$ cat config.mk
export PLATFORM = sky130hd
export DESIGN_NAME = div_iter
export DESIGN_NICKNAME = d
export VERILOG_FILES = /design/src/rtl/div_iter_pkg.sv /design/src/rtl/div_lzc.sv /design/src/rtl/div_iter.sv
export SDC_FILE = /design/constraint.sdc
export NUM_CORES = 1
export LEC_CHECK = 0
export ABC_AREA = 1
export CORE_ASPECT_RATIO = 0.7
export CORE_MARGIN = 1.5
export CORE_UTILIZATION = 45
export CTS_CLUSTER_DIAMETER = 120
export DETAILED_ROUTE_END_ITERATION = 16
export GPL_ROUTABILITY_DRIVEN = 0
export PLACE_DENSITY = 0.65
export SLEW_MARGIN = 20
export SYNTH_ARGS = -nofsm -noshare
export SYNTH_HDL_FRONTEND = slang
export SYNTH_HIERARCHICAL = 1
export SYNTH_SLANG_ARGS = --single-unit
$ cat constraint.sdc
create_clock -name clk -period 11.9 [get_ports clk]
set_input_delay 2.38 -clock clk [delete_from_list [all_inputs] [get_ports clk]]
set_output_delay 2.38 -clock clk [all_outputs]
set_load 0.01 [all_outputs]
$ cat src/rtl/div_iter_pkg.sv
// ============================================================================
// Module  : div_iter_pkg
// Purpose : Op encodings and FSM state encoding shared by the div_iter block.
// Rev     : 1.0  initial release
// ============================================================================
`default_nettype none

package div_iter_pkg;

  localparam logic [2:0] INST_DIV  = 3'b100;
  localparam logic [2:0] INST_DIVU = 3'b101;
  localparam logic [2:0] INST_REM  = 3'b110;
  localparam logic [2:0] INST_REMU = 3'b111;

  typedef enum logic [4:0] {
    S_IDLE = 5'b00001,
    S_PREP = 5'b00010,
    S_CALC = 5'b00100,
    S_FIX  = 5'b01000,
    S_DONE = 5'b10000
  } state_e;

endpackage

`default_nettype wire

$ cat src/rtl/div_lzc.sv
// ============================================================================
// Module  : div_lzc
// Purpose : Parametrised leading-zero counter; all-zero input yields XLEN.
// Rev     : 1.0  initial release
// ============================================================================
`default_nettype none

module div_lzc #(
  parameter int XLEN = 32
) (
  input  logic [XLEN-1:0]          i_val,
  output logic [$clog2(XLEN):0]    o_lz
);

  localparam int LZ_W = $clog2(XLEN) + 1;

  // Scanning upward lets the most significant set bit win.
  always_comb begin
    o_lz = LZ_W'(XLEN);
    for (int i = 0; i < XLEN; i++) begin
      if (i_val[i]) o_lz = LZ_W'(XLEN - 1 - i);
    end
  end

endmodule

`default_nettype wire

$ cat src/rtl/div_iter.sv
// ============================================================================
// Module  : div_iter
// Purpose : Iterative restoring divider (DIV/DIVU/REM/REMU), valid/ready + kill.
// Rev     : 1.0  initial release
// ============================================================================
`default_nettype none

module div_iter
  import div_iter_pkg::*;
#(
  parameter int XLEN      = 32,
  parameter int UNROLL    = 1,
  parameter int EARLY_OUT = 1,
  parameter int TAG_W     = 5
) (
  input  logic             clk,
  input  logic             rst,
  input  logic             in_valid,
  output logic             in_ready,
  input  logic [2:0]       in_op,
  input  logic [XLEN-1:0]  in_dividend,
  input  logic [XLEN-1:0]  in_divisor,
  input  logic [TAG_W-1:0] in_tag,
  input  logic             kill,
  output logic             out_valid,
  input  logic             out_ready,
  output logic [XLEN-1:0]  out_result,
  output logic [TAG_W-1:0] out_tag,
  output logic             busy
);

  localparam int LZ_W  = $clog2(XLEN) + 1;
  localparam int CNT_W = $clog2(XLEN) + 2;
  localparam int UL    = $clog2(UNROLL);

  state_e             r_state, w_next;
  logic [2:0]         r_op;
  logic [XLEN-1:0]    r_a, r_b;
  logic [XLEN:0]      r_rem, r_dvs;
  logic [XLEN-1:0]    r_dvd, r_quo, r_result;
  logic [CNT_W-1:0]   r_cnt;
  logic               r_neg_q, r_neg_r;
  logic [TAG_W-1:0]   r_out_tag;

  logic               w_is_signed, w_sel_rem, w_dvd_neg, w_dvs_neg;
  logic [XLEN-1:0]    w_a_mag, w_b_mag;
  logic               w_div_zero, w_ovf, w_zero_out, w_special;
  logic [XLEN-1:0]    w_spec_res;
  logic [LZ_W-1:0]    w_lz;
  logic [CNT_W-1:0]   w_sig, w_n_raw, w_n, w_shift;
  logic [XLEN:0]      w_rem_c, w_trial;
  logic [XLEN-1:0]    w_dvd_c, w_quo_c, w_q_fin, w_r_fin;

  assign w_is_signed = (r_op == INST_DIV) || (r_op == INST_REM);
  assign w_sel_rem   = (r_op == INST_REM) || (r_op == INST_REMU);
  assign w_dvd_neg   = w_is_signed & r_a[XLEN-1];
  assign w_dvs_neg   = w_is_signed & r_b[XLEN-1];
  assign w_a_mag     = w_dvd_neg ? -r_a : r_a;
  assign w_b_mag     = w_dvs_neg ? -r_b : r_b;

  assign w_div_zero  = (r_b == '0);
  assign w_ovf       = w_is_signed && (r_a == {1'b1, {(XLEN-1){1'b0}}}) && (r_b == '1);
  assign w_zero_out  = (EARLY_OUT != 0) && (r_a == '0);
  assign w_special   = w_div_zero | w_ovf | w_zero_out;

  always_comb begin
    w_spec_res = '0;
    if (w_div_zero)  w_spec_res = w_sel_rem ? r_a : '1;
    else if (w_ovf)  w_spec_res = w_sel_rem ? '0 : r_a;
  end

  generate
    if (EARLY_OUT != 0) begin : g_lzc
      div_lzc #(.XLEN(XLEN)) u_lzc (
        .i_val (w_a_mag),
        .o_lz  (w_lz)
      );
    end else begin : g_no_lzc
      assign w_lz = '0;
    end
  endgenerate

  // Iterations cover only the significant bits; the dividend is left-aligned
  // so the unused leading groups never enter the partial remainder.
  assign w_sig   = CNT_W'(XLEN) - CNT_W'(w_lz);
  assign w_n_raw = (w_sig + CNT_W'(UNROLL - 1)) >> UL;
  assign w_n     = (w_n_raw == '0) ? CNT_W'(1) : w_n_raw;
  assign w_shift = CNT_W'(XLEN) - (w_n << UL);

  always_comb begin
    w_rem_c = r_rem;
    w_dvd_c = r_dvd;
    w_quo_c = r_quo;
    w_trial = '0;
    for (int k = 0; k < UNROLL; k++) begin
      w_trial = (XLEN+1)'({w_rem_c, w_dvd_c[XLEN-1]});
      w_dvd_c = w_dvd_c << 1;
      if (w_trial >= r_dvs) begin
        w_rem_c = w_trial - r_dvs;
        w_quo_c = {w_quo_c[XLEN-2:0], 1'b1};
      end else begin
        w_rem_c = w_trial;
        w_quo_c = {w_quo_c[XLEN-2:0], 1'b0};
      end
    end
  end

  assign w_q_fin = r_neg_q ? -r_quo : r_quo;
  assign w_r_fin = r_neg_r ? -r_rem[XLEN-1:0] : r_rem[XLEN-1:0];

  always_ff @(posedge clk or posedge rst) begin
    if (rst) r_state <= S_IDLE;
    else     r_state <= w_next;
  end

  always_comb begin
    w_next = r_state;
    case (r_state)
      S_IDLE:  if (in_valid) w_next = S_PREP;
      S_PREP:  w_next = w_special ? S_DONE : S_CALC;
      S_CALC:  if (r_cnt == CNT_W'(1)) w_next = S_FIX;
      S_FIX:   w_next = S_DONE;
      S_DONE:  if (out_ready) w_next = S_IDLE;
      default: w_next = S_IDLE;
    endcase
    if (kill) w_next = S_IDLE;
  end

  always_ff @(posedge clk or posedge rst) begin
    if (rst) begin
      r_op      <= '0;
      r_a       <= '0;
      r_b       <= '0;
      r_rem     <= '0;
      r_dvs     <= '0;
      r_dvd     <= '0;
      r_quo     <= '0;
      r_cnt     <= '0;
      r_neg_q   <= 1'b0;
      r_neg_r   <= 1'b0;
      r_result  <= '0;
      r_out_tag <= '0;
    end else if (!kill) begin
      case (r_state)
        S_IDLE: begin
          if (in_valid) begin
            r_op      <= in_op;
            r_a       <= in_dividend;
            r_b       <= in_divisor;
            r_out_tag <= in_tag;
          end
        end
        S_PREP: begin
          if (w_special) begin
            r_result <= w_spec_res;
          end else begin
            r_rem   <= '0;
            r_quo   <= '0;
            r_dvd   <= w_a_mag << w_shift;
            r_dvs   <= {1'b0, w_b_mag};
            r_cnt   <= w_n;
            r_neg_q <= w_dvd_neg ^ w_dvs_neg;
            r_neg_r <= w_dvd_neg;
          end
        end
        S_CALC: begin
          r_rem <= w_rem_c;
          r_dvd <= w_dvd_c;
          r_quo <= w_quo_c;
          r_cnt <= r_cnt - CNT_W'(1);
        end
        S_FIX:   r_result <= w_sel_rem ? w_r_fin : w_q_fin;
        default: ;
      endcase
    end
  end

  assign in_ready   = (r_state == S_IDLE);
  assign out_valid  = (r_state == S_DONE);
  assign busy       = (r_state != S_IDLE);
  assign out_result = r_result;
  assign out_tag    = r_out_tag;

endmodule

`default_nettype wire

==> impl_metrics.toml, run 1 <==
[run_status]
outcome = "finished clean"

[grt]
grt_pass1_wl_um = 99900
grt_pass1_vias = 17500
total_routing_resource_utilization_after_global_routing_pct = 30.6
antenna_found_initial = 1
global_route.overflow_total = 0
largest_net_degree_at_the_start_of_global_routing = 153

[cts]
clk_pin_slew_ns = 0.06
post-cts-setup-buffers = 0
tritoncts.num_buffers = 27
insertion_delay_ns = 0.60
htreeDepth = 1
cts_tree = "done"
cts.sink_count = 246
cts-resized-gates = 0
cts_hold_buffers = 0
clockBufferDepth = 3
cts.root.buffer_cell = "sky130_fd_sc_hd__clkbuf_16"

[sta]
grt_setup_unrepaired = "no"
maximum_clock_skew_at_final_layout_ns = 0.0387
hold_slack_ns = 0.478
final_min_period_over_clock_period_pct = 61.9
fin_setup_tns_ns = 0
finalHoldViolCount = 0
finalMaxSlewViolations = 0
slew_headroom_pct = 30.8
worst_pin_slew_ns = 1.04
timing.final.setup_violations = 0
final_period_minus_worst_setup_slack_ns = 7.36
fmaxAchievable_mhz = 136

[job]
maxCapViolations = 0

[layout]
antennaDiodeCount = 0
final_layout_size_suffix_gt1_share_pct = 3.92
finish.net_count = 2958
finalInstanceArea_mm2 = 0.0209
fin_cells = 3392
syn2layout_area_growth_pct = 13.8

[synth]
synth.most_common_cell = "sky130_fd_sc_hd__nand2_1"
netlist.area_leader.share_pct = 33.5
ys_ff_latch = 246
synth-seq-area-share_pct = 33.6
synthesis.area_mm2 = 0.0183
netlist_instances = 2792
synth_edf_count = 0
synth.largest_area_cell = "sky130_fd_sc_hd__dfrtp_1"
synthTopCellsByCount = "sky130_fd_sc_hd__nand2_1, sky130_fd_sc_hd__nand3_1, sky130_fd_sc_hd__inv_1, sky130_fd_sc_hd__dfrtp_1, sky130_fd_sc_hd__nor2_1"
prevailing_post_synth_register_cell = "sky130_fd_sc_hd__dfrtp_1"
synthesis.nets = 2911
synth_area_per_cell_um2 = 6.56
count_of_unique_library_cells_instantiated_by_yosys = 57
yosysWarningCount = 6
synth-async-reset-ratio_pct = 100
most_area_consuming_cells_after_synthesis = "sky130_fd_sc_hd__dfrtp_1, sky130_fd_sc_hd__nand2_1, sky130_fd_sc_hd__nand3_1"

[routing]
detail_route.first_pass.iterations = 7
top_layer_in_use = "met4"
drt-met1-wl_um = 31100
routed_wire_length_per_instance_um = 19.2
dr_total_vias = 19600
detailroute.wirelength.met2_um = 24900
drc = 0
met3_length_um = 7860
detail_route.vias_per_cell = 5.78
detail-route-antenna-nets = 0
wl_final_um = 65100
detailedRoute.firstIterationViolations = 2820

[floorplan]
fp.coreArea_mm2 = 0.0399
design.die.area_mm2 = 0.0419
chipWidth_um = 244
boundaryPins = 117
die_h_um = 172
site_row_count = 61
floorplan.initialDensity_pct = 45.9

[placed_design]
dp.final_hpwl_um = 49800
cell_area_reported_after_detailed_placement_mm2 = 0.0198
number_of_buffer_cells_added_on_primary_ports = 116
numPlacedInstances = 3345

[worst_setup_path]
path_delay_family = "simple AND/OR/NAND/NOR gates"
timing.critical_path.from_type = "flop"
critPathMostFrequentCell = "sky130_fd_sc_hd__nand2_1"
cp_num_buf_inv = 6
critical_path_required_ns = 12.43
critical_path.slowest_cell = "sky130_fd_sc_hd__a211oi_1"
worst_path_largest_cell_delay_ns = 0.72
timing.critical_path.fanout_max = 48
worst_setup_path_end_kind = "flop"
critPathKind = "reg -> reg"
r2r_setup_slack_ns = 4.54
worst-endpoint-arrival_ns = 7.89

[worst_hold_path]
min_path_type = "reg -> reg"
## cells in the final DEF (no fill, tap or decap), types with 10 or more instances in the layout
cell                              count
sky130_fd_sc_hd__dfrtp_1            245
sky130_fd_sc_hd__xnor2_1             15
sky130_fd_sc_hd__nand2_1            747
sky130_fd_sc_hd__nor4_1              21
sky130_fd_sc_hd__o211ai_1            33
sky130_fd_sc_hd__a21oi_1            109
sky130_fd_sc_hd__xor2_1              59
sky130_fd_sc_hd__inv_2               10
sky130_fd_sc_hd__nand3_1            362
sky130_fd_sc_hd__nor3_1              38
sky130_fd_sc_hd__a22oi_1             19
sky130_fd_sc_hd__nand4_1             34
sky130_fd_sc_hd__o21ai_0            227
sky130_fd_sc_hd__o22ai_1             45
sky130_fd_sc_hd__buf_4               19
sky130_fd_sc_hd__a31oi_1             21
sky130_fd_sc_hd__nor2_1             237
sky130_fd_sc_hd__o21ai_1             11
sky130_fd_sc_hd__clkdlybuf4s50_1    116
sky130_fd_sc_hd__clkbuf_16           27
sky130_fd_sc_hd__o31ai_1             12
sky130_fd_sc_hd__inv_1              311
sky130_fd_sc_hd__ha_1                41
## worst min-delay path, cell delays in order (launching register included)
cell and delay [ns]:
sky130_fd_sc_hd__dfrtp_1 0.35, sky130_fd_sc_hd__nand2_1 0.06, sky130_fd_sc_hd__nand2_1 0.05
## metal layers
layer / GRT usage [%] / vias to the layer above
met4: 5.56 / 0
li1: - / 9367
met3: 8.86 / 87
met2: 40.6 / 995
met1: 48.1 / 9145
met5: 0 / -
## cell type report
| cell class | count | area, um2 |
|---|---|---|
| clock buffers | 33 | 748 |
| clock inverters | 14 | 270 |
| fillers | 3946 | 19100 |
| inverters | 326 | 1230 |
| multi-input cells | 2102 | 10400 |
| flip-flops and latches | 246 | 6160 |
| well taps | 535 | 669 |
| repair buffers | 136 | 1320 |
## stage by stage
step                      setup WS, ns  util [%]
after floorplan                   2.76         -
after CTS                         4.78      52.2
after global placement            4.95      49.7
after detailed placement          4.80      49.7
final                             4.54      52.2
after global routing              3.86      52.2
## state kept, by name (all words and copies together), names as in the netlist, 3 cells and up
| register | flops |
|---|---|
| out_result | 32 |
| r_a | 32 |
| r_b | 32 |
| r_dvd | 32 |
| r_dvs | 32 |
| r_quo | 32 |
| r_rem | 32 |
| r_cnt | 7 |
| out_tag | 5 |
| r_state | 5 |
| r_op | 3 |
## path summary, 6_finish.rpt
| check | from | endpoint | cells past startpoint |
|---|---|---|---|
| hold / removal | out_tag[3] | out_tag[3] | 2 |
| max in group asynchronous | rst | r_cnt[5] | 3 |
| setup reg to reg | r_op[0] | r_dvd[20] | 39 |
| min in group asynchronous | rst | r_b[10] | 2 |
| setup / recovery | r_op[0] | r_dvd[20] | 39 |
| hold reg to reg | out_tag[3] | out_tag[3] | 2 |
## logic make-up (layout without fill, tap and decap cells)
group / after synthesis / after routing / share of synthesized area (%)
compound gates: 508 / 508 / 15.7
xor+xnor: 76 / 76 / 3.74
fa+ha+maj: 42 / 42 / 2.91
buf+inv: 444 / 509 / 9.46
flops: 246 / 246 / 33.6
simple gates: 1476 / 1476 / 34.6
Power of run 1 is left out: the tool's default activity adds up to more than one toggle a clock period on the data nets, which glitch-free logic cannot reach.
==> run 2, diff against run 1 <==
==> constraint.sdc (replaced) <==
create_clock -name clk -period 6.8 [get_ports clk]
set_input_delay 1.36 -clock clk [delete_from_list [all_inputs] [get_ports clk]]
set_output_delay 1.36 -clock clk [all_outputs]
set_load 0.01 [all_outputs]
==> run 2 against run 1 <==
  * Non-clock buffer count grew 14
  * First-iteration DRC count rose by 1.0%
  * Via count is 1.3% higher
  * Register-to-register slack worse by 3.9 ns
  * Worst hold slack gained 0.00089 ns
  * Final cell count rose by 0.41%
  * Maximum frequency increased by 19%
  * Critical path depth grew 10
  * Wire length increased by 0.16%
  * Global-route usage up 0.43 points
  * Worst setup slack got worse by 3.9 ns
==> impl_metrics.toml, run 2 (synthesized netlist as in run 1, its figures left out) <==
[sta]
slew_headroom_pct = 30.5
finalHoldViolCount = 0
finalMaxSlewViolations = 0
post-route-worst-setup-slack_ns = 0.607
maximum_clock_skew_at_final_layout_ns = 0.0318
final_period_minus_worst_setup_slack_ns = 6.19
timing.final.setup_violations = 0
grt_setup_unrepaired = "no"
final_min_period_over_clock_period_pct = 91.1
fin_setup_tns_ns = 0
fmaxAchievable_mhz = 161
worst_pin_slew_ns = 1.04

[floorplan]
die_h_um = 172
chipWidth_um = 244
design.die.area_mm2 = 0.0419
floorplan.initialDensity_pct = 45.9
boundaryPins = 117
fp.coreArea_mm2 = 0.0399
site_row_count = 61

[worst_setup_path]
regToRegEndpoint = "r_dvd[22]"
worst-endpoint-arrival_ns = 6.71
path_delay_family = "simple AND/OR/NAND/NOR gates"
worst_setup_path_startpoint = "r_a[1]"
timing.critical_path.to = "r_dvd[22]"
critical_path_required_ns = 7.32
critPathMostFrequentCell = "sky130_fd_sc_hd__nand2_1"
worst_setup_path_end_kind = "flop"
cp_num_cells = 49
critical_path.slowest_cell = "sky130_fd_sc_hd__xor2_1"
worstReg2RegStart = "r_a[1]"
r2r_cells = 49
worst_path_largest_cell_delay_ns = 0.39
timing.critical_path.fanout_max = 12
cp_num_buf_inv = 4
critPathKind = "reg -> reg"
r2r_setup_slack_ns = 0.61
timing.critical_path.from_type = "flop"

[grt]
total_routing_resource_utilization_after_global_routing_pct = 31.0
largest_net_degree_at_the_start_of_global_routing = 146
antenna_found_initial = 0
global_route.overflow_total = 0
grt_pass1_vias = 17900
grt_pass1_wl_um = 102000

[routing]
dr_total_vias = 19800
top_layer_in_use = "met4"
wl_final_um = 65200
detail_route.first_pass.iterations = 7
detailedRoute.firstIterationViolations = 2849
drc = 0
detail-route-antenna-nets = 0
detailroute.wirelength.met2_um = 24900
met3_length_um = 8060
detail_route.vias_per_cell = 5.83
routed_wire_length_per_instance_um = 19.1
drt-met1-wl_um = 31000

[cts]
clk_pin_slew_ns = 0.07
htreeDepth = 1
tritoncts.num_buffers = 27
cts.sink_count = 246
cts.root.buffer_cell = "sky130_fd_sc_hd__clkbuf_16"
cts_hold_buffers = 0
clockBufferDepth = 3
cts_tree = "done"
insertion_delay_ns = 0.58

[worst_hold_path]
hold_start = "out_tag[4]"
min_path_type = "reg -> reg"

[placed_design]
dp.final_hpwl_um = 49800
place_ws_ns = 0.463
number_of_buffer_cells_added_on_primary_ports = 116

[layout]
layout_commonest_cell = "sky130_fd_sc_hd__nand2_1"
mostFrequentLayoutCells = "sky130_fd_sc_hd__nand2_1, sky130_fd_sc_hd__nand3_1, sky130_fd_sc_hd__inv_1"
syn2layout_area_growth_pct = 14.2
finish.net_count = 2973
antennaDiodeCount = 0
final_layout_size_suffix_gt1_share_pct = 4.39

[job]
maxCapViolations = 0

[run_status]
outcome = "finished clean"
==> run 2: tightest hold or removal path: stages (launching register included) <==
cell and delay [ns]:
sky130_fd_sc_hd__dfrtp_1 0.35, sky130_fd_sc_hd__nand2_1 0.05, sky130_fd_sc_hd__nand2_1 0.04
==> run 2: area by class of cell <==
cell class / count / area [um2]
tap: 535 / 669
multi-input combinational: 2103 / 10500
sequential: 246 / 6160
fill: 4009 / 19000
inverter: 326 / 1230
clock inverter: 8 / 123
timing repair buffer: 150 / 1480
clock buffer: 38 / 777
==> run 2: worst min path at each step <==
| stage | to | slack [ns] | depth (start not counted) |
|---|---|---|---|
| 2_1_floorplan | r_op[1] | 0.44 | 2 |
| 5_1_grt | out_tag[0] | 0.50 | 2 |
| 6_report | out_tag[4] | 0.48 | 2 |
| 3_3_place_gp | out_tag[2] | 0.46 | 2 |
| 3_5_place_dp | out_tag[4] | 0.46 | 2 |
| 4_1_cts | out_tag[4] | 0.48 | 2 |
==> run 2: what timing repair did <==
action                                  4_1_cts  5_1_grt
resized for setup                             0       10
endpoints found under the setup margin        0       30
setup buffers                                 0        2
==> run 2: stage by stage <==
| step | std cells | hold slack (ns) | instance area, um2 | util, % |
|---|---|---|---|---|
| 2_1_floorplan | 2792 | 0.442 | 18300 | - |
| 3_3_place_gp | 3356 | 0.462 | 19900 | 49.9 |
| 3_5_place_dp | 3356 | 0.464 | 19900 | 49.9 |
| 4_1_cts | 3402 | 0.483 | 20800 | 52.2 |
| 5_1_grt | 3406 | 0.502 | 20900 | 52.4 |
| 6_report | 3406 | 0.479 | 20900 | 52.4 |
==> run 2: routing by layer <==
| metal | global-route usage [%] | vias up |
|---|---|---|
| met5 | 0 | - |
| met1 | 48.9 | 9292 |
| met3 | 7.86 | 89 |
| met2 | 41.7 | 1092 |
| met4 | 6.12 | 0 |
| li1 | - | 9374 |
Power of run 2 is left out for the same reason.
==> run 3, diff against run 2 <==
--- a/config.mk
+++ b/config.mk
@@ -13,6 +13,7 @@
 export DETAILED_ROUTE_END_ITERATION = 16
 export GPL_ROUTABILITY_DRIVEN = 0
 export PLACE_DENSITY = 0.65
+export SETUP_SLACK_MARGIN = 0.3
 export SLEW_MARGIN = 20
 export SYNTH_ARGS = -nofsm -noshare
 export SYNTH_HDL_FRONTEND = slang
==> constraint.sdc (replaced) <==
create_clock -name clk -period 6.8 [get_ports clk]
set_input_delay 0.68 -clock clk [delete_from_list [all_inputs] [get_ports clk]]
set_output_delay 0.68 -clock clk [all_outputs]
set_load 0.01 [all_outputs]
==> run 3 against run 2 <==
  * Final cell count rose by 0.32%
  * Die area is the same
  * Via count is 0.30% lower
  * Sequential cell count unchanged
  * Clock skew fell by 0.0080 ns
  * Critical path type unchanged
==> impl_metrics.toml, run 3 (synthesized netlist as in run 1, its figures left out) <==
[layout]
syn2layout_area_growth_pct = 14.9
layout_commonest_cell = "sky130_fd_sc_hd__nand2_1"
footprint_of_the_multi_input_gates_mm2 = 0.0105
filler_cell_count = 3970
layout.core_utilization_pct = 52.7
regArea_mm2 = 0.00616
final_layout_size_suffix_gt1_share_pct = 5.03
mostFrequentLayoutCells = "sky130_fd_sc_hd__nand2_1, sky130_fd_sc_hd__nand3_1, sky130_fd_sc_hd__inv_1"
finish.net_count = 2981

[grt]
grt_pass1_wl_um = 102000
gr-usage-met2_pct = 41.7
grt_pass1_vias = 17800
global_route.overflow_total = 0
grt.busiest_layer = "met1"
total_routing_resource_utilization_after_global_routing_pct = 31.1
met1_use_gr_pct = 47.0
globalRouteMet3Util_pct = 10.8
antenna_found_initial = 2
largest_net_degree_at_the_start_of_global_routing = 136

[sta]
worst_pin_slew_ns = 1.09
final_period_minus_worst_setup_slack_ns = 6.00
finalHoldViolCount = 0
fin_setup_tns_ns = 0
final_min_period_over_clock_period_pct = 88.3
grt_setup_unrepaired = "no"
finalMaxSlewViolations = 0
slew_headroom_pct = 26.9
maximum_clock_skew_at_final_layout_ns = 0.0238
fmaxAchievable_mhz = 167
timing.final.setup_violations = 0
post-route-worst-setup-slack_ns = 0.799

[floorplan]
floorplan.initialDensity_pct = 45.9
design.die.area_mm2 = 0.0419
site_row_count = 61
die_h_um = 172
chipWidth_um = 244
boundaryPins = 117
fp.coreArea_mm2 = 0.0399

[job]
maxCapViolations = 0

[placed_design]
dp.final_hpwl_um = 50100
place_ws_ns = 0.453
number_of_buffer_cells_added_on_primary_ports = 116

[run_status]
outcome = "finished clean"

[worst_setup_path]
worst_setup_path_end_kind = "flop"
critPathKind = "reg -> reg"
timing.critical_path.fanout_max = 26
critical_path_required_ns = 7.32
worst-endpoint-arrival_ns = 6.52
critical_path.slowest_cell = "sky130_fd_sc_hd__inv_1"
timing.critical_path.from_type = "flop"
worst_path_largest_cell_delay_ns = 0.63
critPathMostFrequentCell = "sky130_fd_sc_hd__nand2_1"

[cts]
cts.root.buffer_cell = "sky130_fd_sc_hd__clkbuf_16"
htreeDepth = 1
clk_pin_slew_ns = 0.07
insertion_delay_ns = 0.58
tritoncts.num_buffers = 27
cts_hold_buffers = 0
cts.sink_count = 246
cts_tree = "done"
clockBufferDepth = 3

[routing]
dr_total_vias = 19800
detail-route-antenna-nets = 0
wl_final_um = 65800
routed_wire_length_per_instance_um = 19.2
detail_route.first_pass.iterations = 6
drc = 0
detailedRoute.firstIterationViolations = 2803
detail_route.vias_per_cell = 5.79

[worst_hold_path]
min_path_type = "reg -> reg"
run 3: cell count changes in the layout (fill, tap and decap cells not counted), sizes merged:
cell and delta:
buf +7, clkbuf -7, clkinvlp +4, bufinv +2, clkinv +2, diode +2
nand2 +1
run 3: worst max-delay path: cells and delay by family, from the launching register on:
family,cells,cell delay [ns]
buf+inv,6,1.33
compound gates,1,0.23
flops,1,0.50
fa+ha+maj,2,0.43
xor+xnor,1,0.18
simple gates,37,3.24
run 3: area by class of cell:
cell class | instances | area share (%)
Sequential cell | 246 | 29.2
Timing Repair Buffer | 157 | 7.24
Inverter | 326 | 5.88
Tap cell | 535 | 3.18
Clock inverter | 16 | 1.05
Clock buffer | 31 | 3.38
Antenna cell | 2 | 0.0238
Multi-Input combinational cell | 2104 | 50.0
run 3: path summary, 6_finish.rpt:
check	startpoint	to	slack [ns]	cells after the start
max in group asynchronous	rst	r_a[15]	4.82	4
max	r_a[2]	r_dvd[26]	0.80	47
max reg2reg	r_a[2]	r_dvd[26]	0.80	47
min reg2reg	out_tag[3]	out_tag[3]	0.48	2
min in group asynchronous	rst	out_result[24]	0.66	3
min	out_tag[3]	out_tag[3]	0.48	2
run 3: what timing repair did:
item                       in CTS  in global routing
gates resized for setup         0                 19
setup buffers                   0                  7
hold endpoints to repair        0                  0
setup endpoints to repair       0                 32
run 3: layer usage:
| metal | routed length (um) | share of wire (%) | vias up |
|---|---|---|---|
| met5 | 113 | 0.17 | - |
| met4 | 1310 | 2.0 | 2 |
| met3 | 8680 | 13 | 74 |
| met2 | 25100 | 38 | 1054 |
| met1 | 30600 | 46 | 9244 |
| li1 | - | - | 9414 |
run 3: stage by stage:
step	std cells	hold WS, ns	cell area, um2
3_3_place_gp	3358	0.461	19900
3_5_place_dp	3358	0.462	19900
4_1_cts	3405	0.484	20900
5_1_grt	3415	0.510	21000
6_report	3417	0.482	21100
2_1_floorplan	2792	0.442	18300
Power of run 3 is left out for the same reason.
